## src/rtl/ram_scan_pkg.sv

```systemverilog
// Shared types and helpers for the scanned RAM display path.
package ram_scan_pkg;

  typedef enum logic [1:0] {
    SCAN_UP   = 2'b00,
    SCAN_DOWN = 2'b01,
    HOLD      = 2'b10,
    MANUAL    = 2'b11
  } scan_mode_t;

  function automatic int depth_of(input int addr_w);
    return 1 << addr_w;
  endfunction

endpackage

```

## src/rtl/ram_scan_unit_tick_divider.sv

```systemverilog
// Free-running divider: one-cycle tick every TICK_DIV clocks, first tick
// TICK_DIV cycles after reset release.
module tick_divider #(
  parameter int TICK_DIV = 50_000_000
) (
  input  logic clk,
  input  logic reset,
  output logic tick
);

  localparam int CNT_W = (TICK_DIV > 1) ? $clog2(TICK_DIV) : 1;
  localparam logic [CNT_W-1:0] CNT_LAST = CNT_W'(TICK_DIV - 1);

  logic [CNT_W-1:0] div_cnt_q;
  logic [CNT_W-1:0] div_cnt_d;

  always_comb begin
    div_cnt_d = (div_cnt_q == CNT_LAST) ? '0 : div_cnt_q + CNT_W'(1);
  end

  // NOTE: sequential state uses non-blocking <= so every flop samples pre-edge values.
  always_ff @(posedge clk or posedge reset) begin
    if (reset) begin
      div_cnt_q <= '0;
    end else begin
      div_cnt_q <= div_cnt_d;
    end
  end

  assign tick = (div_cnt_q == CNT_LAST);

endmodule

```

## src/rtl/ram_scan_unit.sv

```systemverilog
// Simple dual-port RAM whose read port is driven by a scan address generator
// (up / down / hold / manual step), with write-first read forwarding.
module ram_scan_unit
  import ram_scan_pkg::*;
#(
  parameter int DATA_W   = 4,
  parameter int ADDR_W   = 5,
  parameter int TICK_DIV = 50_000_000
) (
  input  logic              clk,
  input  logic              reset,
  input  logic              wr_en,
  input  logic [ADDR_W-1:0] wr_addr,
  input  logic [DATA_W-1:0] wr_data,
  input  logic [1:0]        mode,
  input  logic              step,
  output logic [ADDR_W-1:0] rd_addr,
  output logic [DATA_W-1:0] rd_data,
  output logic              rd_valid,
  output logic              tick
);

  localparam int DEPTH = depth_of(ADDR_W);

  scan_mode_t        mode_e;
  logic              adv;
  logic              step_q,    step_d;
  logic [ADDR_W-1:0] rd_addr_q, rd_addr_d;
  logic [DATA_W-1:0] rd_data_q, rd_data_d;
  logic              rd_valid_q, rd_valid_d;

  logic [DATA_W-1:0] mem [0:DEPTH-1];

  assign mode_e = scan_mode_t'(mode);

  tick_divider #(
    .TICK_DIV (TICK_DIV)
  ) u_tick_divider (
    .clk   (clk),
    .reset (reset),
    .tick  (tick)
  );

  // NOTE: every always_comb output gets a default first, so no path infers a latch.
  always_comb begin
    adv        = 1'b0;
    step_d     = step;
    rd_addr_d  = rd_addr_q;
    case (mode_e)
      SCAN_UP: begin
        adv = tick;
        if (adv) rd_addr_d = rd_addr_q + ADDR_W'(1);
      end
      SCAN_DOWN: begin
        adv = tick;
        if (adv) rd_addr_d = rd_addr_q - ADDR_W'(1);
      end
      MANUAL: begin
        // step_q tracks step in every mode, so entering MANUAL with step high is not an edge.
        adv = step & ~step_q;
        if (adv) rd_addr_d = rd_addr_q + ADDR_W'(1);
      end
      default: adv = 1'b0;
    endcase
    rd_valid_d = adv;
    rd_data_d  = (wr_en && (wr_addr == rd_addr_d)) ? wr_data : mem[rd_addr_d];
  end

  always_ff @(posedge clk or posedge reset) begin
    if (reset) begin
      step_q     <= 1'b0;
      rd_addr_q  <= '0;
      rd_data_q  <= '0;
      rd_valid_q <= 1'b0;
    end else begin
      step_q     <= step_d;
      rd_addr_q  <= rd_addr_d;
      rd_data_q  <= rd_data_d;
      rd_valid_q <= rd_valid_d;
    end
  end

  // NOTE: the array has no reset; clearing it would prevent block-RAM inference.
  always_ff @(posedge clk) begin
    if (wr_en) mem[wr_addr] <= wr_data;
  end

  assign rd_addr  = rd_addr_q;
  assign rd_data  = rd_data_q;
  assign rd_valid = rd_valid_q;

endmodule

```

## config.mk

```make
export PLATFORM = sky130hd
export DESIGN_NAME = ram_scan_unit
export DESIGN_NICKNAME = d
export VERILOG_FILES = /design/src/rtl/ram_scan_pkg.sv /design/src/rtl/ram_scan_unit_tick_divider.sv /design/src/rtl/ram_scan_unit.sv
export SDC_FILE = /design/constraint.sdc
export NUM_CORES = 1
export LEC_CHECK = 0
export BUFFER_PORTS_ARGS = -buffer_cell sky130_fd_sc_hd__buf_2
export CORE_ASPECT_RATIO = 0.6
export CORE_MARGIN = 5
export CORE_UTILIZATION = 55
export CTS_CLUSTER_SIZE = 40
export DETAILED_ROUTE_END_ITERATION = 10
export PLACE_DENSITY_LB_ADDON = 0.12
export SLEW_MARGIN = 25
export SYNTH_ARGS = -nofsm -noshare
export SYNTH_HDL_FRONTEND = slang
export SYNTH_SLANG_ARGS = --single-unit
```

## constraint.sdc

```tcl
create_clock -name clk -period 2.83 [get_ports clk]
set_clock_uncertainty 0.15 [all_clocks]
set_input_delay 0.849 -clock clk [delete_from_list [all_inputs] [get_ports clk]]
set_output_delay 0.849 -clock clk [all_outputs]
set_load 0.02 [all_outputs]
```

# Yosys cells after proc, flatten, opt, wreduce, memory -nomap -nowiden

Memories as Yosys holds them, arrays and structs flattened. A register that Yosys moved wholly into a read port is not among the register bits.
Index checks and enable logic that the tools add are counted.

Memories: 1
Register bits: 33
Memory bits (writable): 128
Input bits: 15

Multiplexer cells: 8
Equal/unequal tests: 3
Bitwise logic cells: 2
Reduce and logical (&&, ||, !) cells: 2
Add/sub/neg operators: 3

Memory list:

| memory | depth | width | rd ports | clocked after Yosys merged registers in | write ports | RTL line            | text |
|---|---|---|---|---|---|---|---|
| mem    | 32    | 4     | 1        | 1                                       | 1           | ram_scan_unit.sv:32 | `logic [DATA_W-1:0] mem [0:DEPTH-1];` |

Operators by type and width:

| kind                    | count |
|---|---|
| $add A26 B1 Y26 const B | 1 |
| $eq A26 B26 Y1 const B  | 1 |
| $mux W26                | 1 |
| $mux W5                 | 3 |
| $pmux W5 S3             | 1 |
| $add A5 B1 Y5 const B   | 1 |
| $sub A5 B1 Y5 const B   | 1 |
| $eq A2 B1 Y1 const B    | 1 |
| $eq A2 B2 Y1 const B    | 1 |
| $logic_not A2 Y1        | 1 |
| $mux W1                 | 2 |
| $pmux W1 S2             | 1 |
| $reduce_or A2 Y1        | 1 |
| $and A1 B1 Y1           | 1 |
| $not A1 Y1              | 1 |

# Longest topological paths before layout

Word-level depth: 4
Gate-level depth with buffers: 13
Mapped depth without buffers: 11

# Cells and area by module

From an unflattened synthesis, not the netlist that was laid out.

Cells, all modules: 664
Area total of the unflattened synthesis: 8,022.7 um^2

Modules (own cells, without submodules):

| module        | area each (um^2) | sequential area each (um^2) | times used | cells each |
|---|---|---|---|---|
| ram_scan_unit | 6,723.9          | 4,119.0                     | 1          | 537 |
| tick_divider  | 1,298.7          | 650.6                       | 1          | 127 |

# Least setup slack after synthesis

Ideal clock, no wire load.

Path kind: input port to flip-flop
Start point: input mode[1]
End point: register rd_data_q[2], in the netlist rd_data[2], read port of mem
Slack: -0.549 ns
Buffers on the path: 4
Stages: 13
Data arrival time: 3.105 ns
Cells stage by stage: clkbuf_1 > and3b_1 > clkbuf_1 > a21oi_1 > o31a_1 > o21ai_4 > buf_12 > buf_4 > mux2i_1 > mux2i_1 > a22oi_1 > a21oi_1 > o31a_1

Longest elaborated chain between the ends: 2
Elaborated cells on any way between the ends: 4

RTL lines:

| item                                 | RTL line            | text |
|---|---|---|
| from (decl)                          | ram_scan_unit.sv:15 | `input logic [1:0] mode,` |
| $eq A2 B2 Y1 (tied with other cells) | ram_scan_unit.sv:49 | `case (mode_e)` |
| $pmux W5 S3 (*)                      | ram_scan_unit.sv:49 |  |
| via rd_addr_d[1]                     | ram_scan_unit.sv:28 | `logic [ADDR_W-1:0] rd_addr_q, rd_addr_d;` |
| to (decl)                            | ram_scan_unit.sv:29 | `logic [DATA_W-1:0] rd_data_q, rd_data_d;` |

The timed path passes the listed nets; every way through them passes the cells marked *.

# Worst setup path after layout

Start point: register u_tick_divider.div_cnt_q[0]
End point: register rd_data_q[1], in the netlist rd_data[1], read port of mem

Longest elaborated chain between the ends: 3
Elaborated cells on any way between the ends: 4

RTL lines:

| item                              | RTL line                                 | text |
|---|---|---|
| from (decl)                       | ram_scan_unit_tick_divider.sv:14         | `logic [CNT_W-1:0] div_cnt_q;` |
| from (signal assigned)            | ram_scan_unit_tick_divider.sv:26         | `div_cnt_q <= div_cnt_d;` |
| $eq A26 B26 Y1 (*)                | ram_scan_unit_tick_divider.sv:30         | `assign tick = (div_cnt_q == CNT_LAST);` |
| $mux W5, on equally long branches | ram_scan_unit.sv:56, ram_scan_unit.sv:52 |  |
| $pmux W5 S3 (*)                   | ram_scan_unit.sv:49                      |  |

Mark *: on every way between the ends. The rest lies on a longest branch, timed or not.

==> flow_summary.yaml <==
outcome:
  outcome: "finished with violations"
  failed_checks: "setup timing"
setup_path:
  cp-startpoint: "u_tick_divider.div_cnt_q[0]$_DFF_PP0_"
  worst_setup_path_end_kind: "register"
  critPathMostFrequentCell: "sky130_fd_sc_hd__buf_4"
  worst-path-buf-inv: 4
  timing.critical_path.cells: "ha_2 -> nand3_2 -> buf_6 -> nor4_4 -> buf_4 -> buf_4 -> a311oi_1 -> o21a_1 -> a221o_2 -> xnor2_2 -> nor4_4 -> buf_4 -> nand2_1 -> o31ai_2"
  crit_family: "simple AND/OR/NAND/NOR gates"
  worst-endpoint-required_ns: 3.00
  critical_path.startpoint_type: "register"
  r2r_slack_ns: -0.27
  capture_point_of_the_worst_reg_to_reg_path: "rd_data[1]$_DFF_PP0_"
  critPathMaxFanout: 8
  cpPeakStageDelay_ns: 0.39
  reg2reg_depth: 14
  cp_data_arrival_time_ns: 3.27
  slowest_cp_cell: "sky130_fd_sc_hd__a221o_2"
  critical_path_class: "reg2reg"
  worst_r2r_startpoint: "u_tick_divider.div_cnt_q[0]$_DFF_PP0_"
yosys:
  synth_edf_count: 128
  synth_seq_cells: 165
  synthArstFlopShare: 0.224
  mappedNetlistNets: 540
  netlist_instances: 522
  post_synth.cell_area_avg_um2: 14.3
  share_of_synthesized_area_occupied_by_flip_flops_and_latches: 0.640
  netlist_area_um2: 7460
  netlist_cell_types: 63
  synth.yosys.warnings: 0
  postSynth.topFlopCell: "sky130_fd_sc_hd__edfxtp_1"
timing:
  max-slew-margin-rel: 0.564
  period_share: 1.09
  setup_slack_ns: -0.268
  worst_pin_slew_ns: 0.654
  final-setup-viol-count: 5
  timing.final.max_slew_violations: 0
  hold_viol_final: 0
  rsz_0062_raised_after_global_routing: "true"
  fmax_mhz: 323
  final_period_minus_worst_setup_slack_ns: 3.10
clocking:
  cts_buffers: 17
  h-tree-depth: 4
  clock_sink_count: 165
  cts_root_buf: "sky130_fd_sc_hd__clkbuf_16"
  cts.path.max_buffers: 2
  clk_pin_slew_worst_paths_ns: 0.06
  worstSkewPairLatency_ns: 0.42
  cts_tree: "yes"
  holdBufCountCts: 0
placement:
  gpl.final_weighted_congestion: 0.890
  post-place-cells: 775
  place.detailed.hpwl_um: 11800
  io_buffers: 25
  preCtsSetupSlack_ns: -0.561
cells_and_area:
  final_common_cell: "sky130_fd_sc_hd__edfxtp_1"
  final_nets: 660
  final_cell_mix: "128 x sky130_fd_sc_hd__edfxtp_1, 80 x sky130_fd_sc_hd__buf_4, 61 x sky130_fd_sc_hd__mux2i_1"
  layout_cells_excl_fill: 827
  areaGrowthSynthToFinish_pct: 25.2
  final_layout_size_suffix_gt1_frac: 0.331
flow_run:
  number_of_max_cap_violations: 0
floorplan:
  rows: 32
  die_y_um: 100
  initial_core_utilization: 0.571
  die_width_um: 160
  num_io_pins: 26
  floorplan.die_area_um2: 16100
  core_area_um2: 13100
power:
  design_power_total_uw: 6440
  cellPowerDensity_nw_per_um2: 689
  vdd_drop_max_v: 0.000463
  cellLeakagePower_uw: 0.00372
detailed_routing:
  initial_drt_markers: 537
  route.detailed.wl_per_inst_um: 22.0
  drt_wl_total_um: 18200
  route.detailed.drc: 0
  router_iterations_before_antenna_repair: 5
  dr_vias_cell: 5.84
  via_count: 4832
  detail-route-antenna-nets: 0
global_routing:
  grt_pass1_vias: 4836
  grt_start_max_net_pins: 38
  first_pass_grt_wire_length_um: 28000
  overflow: 0
  grt_total_usage: 0.232
  antenna_found_initial: 2
hold_path:
  worst_hold_path_type: "in2async"
==> how the worst max path moves through the flow <==
| stage | endpoint | slack, ns | cells past startpoint |
|---|---|---|---|
| CTS | rd_data[2]$_DFF_PP0_ | -0.26 | 13 |
| global placement | rd_data[0]$_DFF_PP0_ | -0.55 | 10 |
| global route | rd_data[2]$_DFF_PP0_ | -0.38 | 14 |
| floorplan | rd_data[2]$_DFF_PP0_ | -0.44 | 11 |
| finish | rd_data[1]$_DFF_PP0_ | -0.27 | 14 |
| detailed placement | rd_data[0]$_DFF_PP0_ | -0.56 | 10 |
==> metrics by stage <==
stage               TNS, ns  area (um2)   util  hold slack [ns]
global placement      -2.12        8300  0.636            0.374
global route          -1.70        9340  0.715            0.429
detailed placement    -2.23        8300  0.636            0.393
floorplan             -1.61        7500      -            0.296
finish                -1.11        9340  0.715            0.386
CTS                   -1.03        9190  0.704            0.398
==> cells in the mapped netlist (7+ instances only) <==
library cell,count,share of area
sky130_fd_sc_hd__clkbuf_1,7,0.0035
sky130_fd_sc_hd__edfxtp_1,128,0.52
sky130_fd_sc_hd__xor2_1,10,0.012
sky130_fd_sc_hd__a21oi_1,12,0.0081
sky130_fd_sc_hd__nand4_1,7,0.0059
sky130_fd_sc_hd__nor2_1,58,0.029
sky130_fd_sc_hd__mux2i_1,78,0.10
sky130_fd_sc_hd__nand2_1,28,0.014
sky130_fd_sc_hd__dfrtp_1,37,0.12
sky130_fd_sc_hd__xnor2_1,18,0.021
sky130_fd_sc_hd__nand3_1,16,0.011
sky130_fd_sc_hd__inv_1,12,0.0060
sky130_fd_sc_hd__o21ai_0,8,0.0054
==> registers in the layout (all words and copies together), names as in the netlist <==
| signal | cells |
|---|---|
| step_q | 1 |
| rd_valid | 1 |
| rd_addr | 5 |
| mem | 128 |
| rd_data | 4 |
| u_tick_divider.div_cnt_q | 26 |
==> per-layer routing <==
metal | vias up | track usage | share of wire
met5 | - | 0 | 0
met3 | 21 | 0.0583 | 0.082
li1 | 2206 | - | -
met4 | 0 | 0.0635 | 0.013
met1 | 2404 | 0.355 | 0.47
met2 | 201 | 0.330 | 0.44
==> power breakdown <==
| part | switching [uW] | internal [uW] | leakage (uW) | total, uW |
|---|---|---|---|---|
| logic | 764 | 661 | 0.00181 | 1420 |
| clock network | 979 | 1310 | 0.000276 | 2290 |
| registers | 33.3 | 2690 | 0.00163 | 2720 |
==> final cells by class <==
cell class	instances	area, um2
Antenna cell	2	5.00
Clock buffer	18	429
Clock inverter	14	150
Fill cell	861	3710
Inverter	13	51.3
Multi-Input combinational cell	325	2710
Sequential cell	165	4770
Tap cell	170	213
Timing Repair Buffer	120	1010
==> worst reg2reg max path, stage by stage, from the launching register on <==
cell and delay [ns]:
sky130_fd_sc_hd__dfrtp_1 0.36, sky130_fd_sc_hd__ha_2 0.20, sky130_fd_sc_hd__nand3_2 0.08, sky130_fd_sc_hd__buf_6 0.14
sky130_fd_sc_hd__nor4_4 0.33, sky130_fd_sc_hd__buf_4 0.20, sky130_fd_sc_hd__buf_4 0.11, sky130_fd_sc_hd__a311oi_1 0.08
sky130_fd_sc_hd__o21a_1 0.11, sky130_fd_sc_hd__a221o_2 0.39, sky130_fd_sc_hd__xnor2_2 0.18, sky130_fd_sc_hd__nor4_4 0.29
sky130_fd_sc_hd__buf_4 0.20, sky130_fd_sc_hd__nand2_1 0.09, sky130_fd_sc_hd__o31ai_2 0.10
==> logic make-up (layout without fill, tap and decap cells) <==
kind of cell / count (synthesis) / count (layout) / share of synthesized area
AOI/OAI and AO/OA: 54 / 54 / 0.0532
muxes: 90 / 90 / 0.132
adders and majority gates: 3 / 3 / 0.00503
buffers and inverters: 32 / 165 / 0.0289
xor gates and xnor gates: 29 / 29 / 0.0351
other: 0 / 2 / 0
and+or+nand+nor: 149 / 149 / 0.106
DFF: 165 / 165 / 0.640
==> what timing repair did <==
action                     CTS  global route
setup endpoints to repair    5             5
setup buffers               11             5
cloned                       3             1
pin swaps                   19            14
resized for setup           27            30
Power figures use the tool's default switching activity.
